## config.mk

```make
export PLATFORM = sky130hd
export DESIGN_NAME = id_ex_reg
export DESIGN_NICKNAME = d
export VERILOG_FILES = /design/src/rtl/id_ex_reg.sv
export SDC_FILE = /design/constraint.sdc
export NUM_CORES = 1
export LEC_CHECK = 0
export CORE_MARGIN = 5
export CORE_UTILIZATION = 39
export DETAILED_ROUTE_END_ITERATION = 10
export PLACE_DENSITY = 0.81
export REMOVE_ABC_BUFFERS = 1
export SKIP_CTS_REPAIR_TIMING = 1
export SLEW_MARGIN = 0
export SYNTH_ARGS = -nofsm -noshare
export SYNTH_HDL_FRONTEND = slang
export SYNTH_SLANG_ARGS = --single-unit
```

## constraint.sdc

```tcl
create_clock -name clk -period 2.18 [get_ports clk]
set_input_delay 0.436 -clock clk [delete_from_list [all_inputs] [get_ports clk]]
set_output_delay 0.436 -clock clk [all_outputs]
set_load 0.01 [all_outputs]
```

## src/rtl/id_ex_reg.sv

```systemverilog
// ID/EX pipeline register: stall/flush control, immediate extension, saturating bubble counter.
// Define ID_EX_LUI_EN to make id_ext_op=2'b10 place the immediate in the upper half (LUI).
module id_ex_reg #(
    parameter int CTRL_W = 8
) (
    input  logic              clk,
    input  logic              rst,
    input  logic              stall,
    input  logic              flush,
    input  logic              id_valid,
    input  logic [31:0]       id_pc,
    input  logic [31:0]       id_a,
    input  logic [31:0]       id_b,
    input  logic [15:0]       id_imm,
    input  logic [1:0]        id_ext_op,
    input  logic [4:0]        id_shamt,
    input  logic [4:0]        id_rd,
    input  logic [CTRL_W-1:0] id_ctrl,
    output logic              ex_valid,
    output logic [31:0]       ex_pc,
    output logic [31:0]       ex_a,
    output logic [31:0]       ex_b,
    output logic [31:0]       ex_imm,
    output logic [4:0]        ex_shamt,
    output logic [4:0]        ex_rd,
    output logic [CTRL_W-1:0] ex_ctrl,
    output logic [15:0]       bubble_cnt
);

    typedef enum logic [1:0] {
        EXT_ZERO  = 2'b00,
        EXT_SIGN  = 2'b01,
        EXT_UPPER = 2'b10,
        EXT_RSVD  = 2'b11
    } ext_op_e;

    typedef struct packed {
        logic              valid;
        logic [31:0]       pc;
        logic [31:0]       a;
        logic [31:0]       b;
        logic [31:0]       imm;
        logic [4:0]        shamt;
        logic [4:0]        rd;
        logic [CTRL_W-1:0] ctrl;
    } stage_t;

    localparam logic [15:0] CNT_MAX = 16'hFFFF;

    stage_t      stage_q, stage_d, stage_load;
    logic [15:0] bubble_cnt_q, bubble_cnt_d;
    logic [31:0] imm_ext;

    // NOTE: every variable assigned in always_comb gets a value on every path
    // (default first), otherwise synthesis infers a latch.
    always_comb begin
        imm_ext = {16'h0000, id_imm};
        case (ext_op_e'(id_ext_op))
            EXT_SIGN:  imm_ext = {{16{id_imm[15]}}, id_imm};
`ifdef ID_EX_LUI_EN
            EXT_UPPER: imm_ext = {id_imm, 16'h0000};
`else
            EXT_UPPER: imm_ext = {16'h0000, id_imm};
`endif
            default:   imm_ext = {16'h0000, id_imm};
        endcase
    end

    always_comb begin
        stage_load.valid = id_valid;
        stage_load.pc    = id_pc;
        stage_load.a     = id_a;
        stage_load.b     = id_b;
        stage_load.imm   = imm_ext;
        stage_load.shamt = id_shamt;
        stage_load.rd    = id_rd;
        stage_load.ctrl  = id_ctrl;
    end

    // Flush beats stall: a bubble is inserted even while the stage is held.
    always_comb begin
        stage_d      = stage_q;
        bubble_cnt_d = bubble_cnt_q;
        if (flush) begin
            stage_d = '0;
            if (bubble_cnt_q != CNT_MAX) begin
                bubble_cnt_d = bubble_cnt_q + 16'd1;
            end
        end else if (!stall) begin
            stage_d = stage_load;
        end
    end

    // NOTE: sequential state uses non-blocking assignments so every flop samples
    // pre-edge values; reset is synchronous, so it only acts on a clock edge.
    always_ff @(posedge clk) begin
        if (rst) begin
            stage_q      <= '0;
            bubble_cnt_q <= '0;
        end else begin
            stage_q      <= stage_d;
            bubble_cnt_q <= bubble_cnt_d;
        end
    end

    assign ex_valid   = stage_q.valid;
    assign ex_pc      = stage_q.pc;
    assign ex_a       = stage_q.a;
    assign ex_b       = stage_q.b;
    assign ex_imm     = stage_q.imm;
    assign ex_shamt   = stage_q.shamt;
    assign ex_rd      = stage_q.rd;
    assign ex_ctrl    = stage_q.ctrl;
    assign bubble_cnt = bubble_cnt_q;

endmodule

```

==> results of run 1 <==
-- report_power, final --
group / leakage, nW / total, mW / switching (mW) / internal, mW
registers: 1.21 / 2.83 / 0.0462 / 2.79
clock network: 0.297 / 3.02 / 1.07 / 1.94
logic: 2.23 / 0.782 / 0.292 / 0.490
-- worst paths after layout --
check                startpoint        endpoint  slack, ps
setup reg to reg  bubble_cnt[4]  bubble_cnt[15]        210
hold reg to reg        ex_a[11]        ex_a[11]        490
setup / recovery          flush  bubble_cnt[15]        180
hold / removal            stall         ex_a[1]        490
-- logic make-up (layout without fill, tap and decap cells) --
logic type | Yosys count | after routing
and+or+nand+nor | 185 | 185
muxes | 131 | 131
adders and majority gates | 1 | 1
AOI/OAI and AO/OA | 25 | 25
buffers and inverters | 50 | 346
DFF | 148 | 148
-- area by class of cell --
| type | count | area (um^2) | area share (%) |
|---|---|---|---|
| repair buffers | 313 | 3137 | 33.91 |
| multi-input cells | 342 | 2296 | 24.82 |
| flip-flops and latches | 148 | 2964 | 32.04 |
| clock buffers | 23 | 498.0 | 5.383 |
| inverters | 2 | 7.507 | 0.08116 |
| clock inverters | 8 | 122.6 | 1.326 |
| well taps | 180 | 225.2 | 2.435 |
-- through the flow --
stage	worst slack [ps]	util, %
after floorplan	229.3	-
after global placement	-128.7	62.16
after detailed placement	-162.4	62.16
after CTS	11.32	66.63
after global routing	120.2	66.64
final	175.9	66.64
-- per-layer routing --
| layer | vias to the layer above | global-route usage (%) | routed length [um] |
|---|---|---|---|
| met3 | 23 | 7.057 | 1529 |
| met2 | 226 | 34.39 | 8468 |
| met1 | 2263 | 21.59 | 6289 |
| met4 | 0 | 7.288 | 301 |
| met5 | - | 0 | 0 |
| li1 | 2386 | - | - |
-- flip-flops by register name (all words and copies together), names as in the netlist --
signal / cells
ex_rd: 5
ex_ctrl: 8
ex_pc: 32
bubble_cnt: 16
ex_a: 32
ex_imm: 17
ex_valid: 1
ex_b: 32
ex_shamt: 5
-- worst register-to-register path, stage by stage (launching register included) --
cell	delay, ps
dfxtp_1	470
nand2_1	150
or4_4	550
or4_1	520
a21oi_1	200
-- synthesized netlist by cell type (4+ instances only) --
master	instances	share of area, %
o31ai_1	6	0.82
buf_4	15	2.0
o21ai_0	4	0.36
nand4_1	5	0.57
a21oi_1	12	1.1
nor2_1	140	9.6
nand3_1	7	0.64
mux2i_1	131	24
nand2_1	6	0.41
dfxtp_1	148	54
nor3_1	6	0.55
clkbuf_1	32	2.2
==> results.py, run 1 <==
metrics = {
    "routing": {
        "drc_errors": 0,
        "antenna_left": 0,
        "first_pass_iters": 4,
        "drtIter0Drc": 208,
        "wl_um": 16590,
        "vias": 4898,
        "via_per_inst": 4.821,
        "post_drt_wl_per_cell_um": 16.33,
    },
    "placement": {
        "dpl_cell_area_um2": 8628,
        "gp_congestion": 0.8186,
        "hpwl_um": 12440,
        "io_buffers": 299,
        "dp.cells": 985,
    },
    "sta": {
        "slew_viol_final": 0,
        "slew_headroom_pct": 70.95,
        "finalHoldViolCount": 0,
        "hold_slack_ps": 486.0,
        "setup_tns_ps": 0,
        "skew_ps": 8.319,
        "max_freq_ghz": 0.4990,
        "rsz0062_at_grt": "no",
        "finalCritPeriodShare_pct": 91.93,
        "finalSetupViolCount": 0,
        "worstMarginPinSlew_ps": 432.4,
        "post-route-min-period_ps": 2004,
    },
    "global_route": {
        "grt_pass1_vias": 5121,
        "track_usage_pct": 19.55,
        "grt_pass1_wl_um": 25900,
        "antenna_found_initial": 0,
        "grt_max_degree": 74,
        "overflow": 0,
    },
    "synthesis": {
        "synth_ff_type": "dfxtp_1",
        "synth_warnings": 0,
        "synth-edff-count": 0,
        "synth_area_um2": 5502,
        "synth_top_family_by_area": "multiplexers",
        "synth_mux_area_share_pct": 23.83,
        "yosys.area_share.xor_xnor_pct": 0,
        "async_reset_ff_share_pct": 0,
        "synthSimpleGateAreaFrac_pct": 14.96,
        "synth-compound-area-share_pct": 2.661,
        "yosysUniqueCellTypes": 31,
        "synthAdderAreaFrac_pct": 0.2274,
        "synth_seq_cells": 148,
        "syn_area_per_cell_um2": 10.19,
        "synth_cells": 540,
        "ys_seq_area_share_pct": 53.85,
    },
    "pwr": {
        "p_per_area_nw_per_um2": 717.1,
        "total_power_mw": 6.633,
        "ir_drop_mv": 0.4383,
        "cellLeakagePower_nw": 3.730,
    },
    "setup_path": {
        "worstPathCellList": "clkdlybuf4s50_1 > nand4_4 > or4_4 > or4_1 > a21oi_1",
        "crit_path_max_incr_delay_ps": 530,
        "worst_ep_required_time_ps": 2510,
        "cp_num_buf_inv": 1,
        "worstSetupPathType": "input port to flip-flop",
        "crit_path_max_fanout": 9,
        "cp_slowest_cell": "clkdlybuf4s50_1",
        "worstPathArrival_ps": 2340,
        "r2r_cells": 4,
        "start_kind": "input port",
        "cpLargestDelayFamily": "simple AND/OR/NAND/NOR gates",
        "critPathCaptureType": "flip-flop",
        "cp.depth": 5,
    },
    "cells_and_area": {
        "layout_common_cells": "298 x clkdlybuf4s50_1, 147 x dfxtp_1, 140 x nor2_1",
        "fillers": 1048,
        "final_cells": 1016,
        "antenna_cells": 0,
        "area_delta_synth_final_pct": 68.14,
        "num-nets-final": 962,
        "layout_commonest_cell": "clkdlybuf4s50_1",
        "drive_gt1_share_pct": 6.699,
        "postLayoutCellArea_um2": 9250,
    },
    "flow_run": {
        "maxCapViolations": 0,
    },
    "floorplanning": {
        "die-height_um": 128.8,
        "start_util_pct": 39.63,
        "die_w_um": 128.8,
        "dieArea_um2": 16580,
        "coreArea_um2": 13880,
        "ios": 300,
        "row_count": 43,
    },
    "clocking": {
        "htreeDepth": 4,
        "clock-sinks": 148,
        "clock_path_buffers": 2,
        "cts-root-buf": "clkbuf_16",
        "clk_latency_ps": 420,
        "cts_tree": "done",
        "clkTransAtPathRegs_ps": 60,
        "numCtsBuffers": 17,
    },
    "worst_hold_path": {
        "hold_path.class": "input port to flip-flop",
        "holdPathStages": 3,
    },
    "outcome": {
        "status": "completed",
    },
}
Power figures use the tool's default switching activity.
==> run 2, diff against run 1 <==
==> constraint.sdc (replaced) <==
create_clock -name clk -period 1.9 [get_ports clk]
set_input_delay 0.38 -clock clk [delete_from_list [all_inputs] [get_ports clk]]
set_output_delay 0.38 -clock clk [all_outputs]
set_load 0.05 [all_outputs]
==> run 2 against run 1 <==
Effect of this change:
- sequential power is 15% higher
- core utilization is 3.3 points higher
- via count is 2.0% higher
- largest power group unchanged
==> results.py, run 2 (synthesized netlist as in run 1, its figures left out) <==
metrics = {
    "outcome": {
        "status": "completed",
    },
    "placement": {
        "gp_congestion": 0.8243,
        "dpl_cell_area_um2": 8836,
        "io_buffers": 299,
        "hpwl_um": 12940,
    },
    "global_route": {
        "grt_pass1_vias": 5094,
        "overflow": 0,
        "grt_max_degree": 54,
        "track_usage_pct": 19.28,
        "grt_pass1_wl_um": 25460,
        "antenna_found_initial": 0,
    },
    "floorplanning": {
        "die-height_um": 128.8,
        "ios": 300,
        "start_util_pct": 39.63,
        "row_count": 43,
        "die_w_um": 128.8,
        "dieArea_um2": 16580,
        "coreArea_um2": 13880,
    },
    "cells_and_area": {
        "layout_commonest_cell": "dfxtp_1",
        "drive_gt1_share_pct": 14.86,
        "area_delta_synth_final_pct": 76.46,
        "postLayoutCellArea_um2": 9708,
        "layout_common_cells": "145 x dfxtp_1, 140 x nor2_1, 134 x clkdlybuf4s50_1",
        "antenna_cells": 0,
        "num-nets-final": 975,
    },
    "setup_path": {
        "cp-endpoint": "bubble_cnt[15]",
        "r2r_cells": 4,
        "critPathCaptureType": "flip-flop",
        "worst_r2r_endpoint": "bubble_cnt[15]",
        "start_kind": "flip-flop",
        "worstSetupPathType": "flip-flop to flip-flop",
        "crit_path_max_fanout": 5,
        "worst_ep_required_time_ps": 2230,
        "timing.reg2reg.setup_slack_ps": 50,
        "startpoint": "bubble_cnt[10]",
        "worstPathArrival_ps": 2190,
        "r2r_start": "bubble_cnt[10]",
    },
    "routing": {
        "drtIter0Drc": 139,
        "antenna_left": 0,
        "via_per_inst": 4.858,
        "wl_um": 17480,
        "vias": 4994,
        "post_drt_wl_per_cell_um": 17.01,
        "first_pass_iters": 4,
        "drc_errors": 0,
    },
    "pwr": {
        "total_power_mw": 7.796,
        "p_per_area_nw_per_um2": 803.1,
        "ir_drop_mv": 0.5187,
        "cellLeakagePower_nw": 5.824,
    },
    "clocking": {
        "cts_tree": "done",
        "htreeDepth": 4,
        "clock_path_buffers": 2,
        "clkTransAtPathRegs_ps": 60,
        "clk_latency_ps": 400,
        "clock-sinks": 148,
        "cts-root-buf": "clkbuf_16",
        "numCtsBuffers": 17,
    },
    "worst_hold_path": {
        "hold_path.class": "input port to flip-flop",
    },
    "sta": {
        "slew_headroom_pct": 62.59,
        "finalSetupViolCount": 0,
        "slew_viol_final": 0,
        "post-route-min-period_ps": 1855,
        "finalHoldViolCount": 0,
        "worstMarginPinSlew_ps": 560.3,
        "max_freq_ghz": 0.5391,
        "finalCritPeriodShare_pct": 97.63,
        "skew_ps": 4.322,
    },
    "flow_run": {
        "maxCapViolations": 0,
    },
}
run 2: cell count changes in the layout (fill, tap and decap cells not counted), sizes merged:
cell           before  now
clkinvlp            3    2
buf                15   84
dlymetal6s2s        0  108
clkdlybuf4s50     298  134
clkbuf             23   22
clkinv              2    3
run 2: power by group:
| group | switching, mW | leakage [nW] | internal, mW |
|---|---|---|---|
| logic | 0.641 | 4.34 | 0.572 |
| clock network | 1.21 | 0.282 | 2.12 |
| registers | 0.0515 | 1.21 | 3.20 |
| total | 1.90 | 5.82 | 5.89 |
run 2: how the worst min path moves through the flow:
stage	startpoint	to	cells after the start
after global placement	ex_imm[6]	ex_imm[6]	2
after CTS	stall	ex_b[16]	3
final	stall	ex_b[16]	3
after floorplan	rst	bubble_cnt[0]	1
after global routing	stall	ex_b[24]	3
after detailed placement	ex_b[17]	ex_b[17]	2
run 2: final cells by class:
| class | count | area, um^2 |
|---|---|---|
| Tap cell | 180 | 225.2 |
| Inverter | 2 | 7.507 |
| Sequential cell | 148 | 2967 |
| Timing Repair Buffer | 326 | 3615 |
| Fill cell | 984 | 4173 |
| Clock inverter | 8 | 127.6 |
| Multi-Input combinational cell | 342 | 2302 |
| Clock buffer | 22 | 464.2 |
run 2: metal layers:
| layer | vias up | GRT usage, % | part of all wire (%) |
|---|---|---|---|
| li1 | 2418 | - | - |
| met1 | 2333 | 20.09 | 36 |
| met2 | 207 | 35.24 | 52 |
| met3 | 36 | 6.476 | 8.6 |
| met4 | 0 | 8.091 | 2.5 |
| met5 | - | 0 | 0 |
run 2: stage by stage:
stage	setup TNS (ps)	setup WS, ps	std cells	util [%]	hold slack (ps)
2_1_floorplan	-71120	-4144	492	-	449.1
3_3_place_gp	-1592	-376.0	998	63.66	474.3
3_5_place_dp	-2095	-405.2	998	63.66	486.2
4_1_cts	-5377	-80.58	1028	67.92	455.2
5_1_grt	-30.71	-16.79	1028	69.94	476.4
6_report	0	45.02	1028	69.94	465.0
run 2: worst max-delay path: stages, from the launching register on:
cell     delay [ps]
dfxtp_1         390
nand3_1         100
or4_4           570
or4_1           550
a21oi_2         160
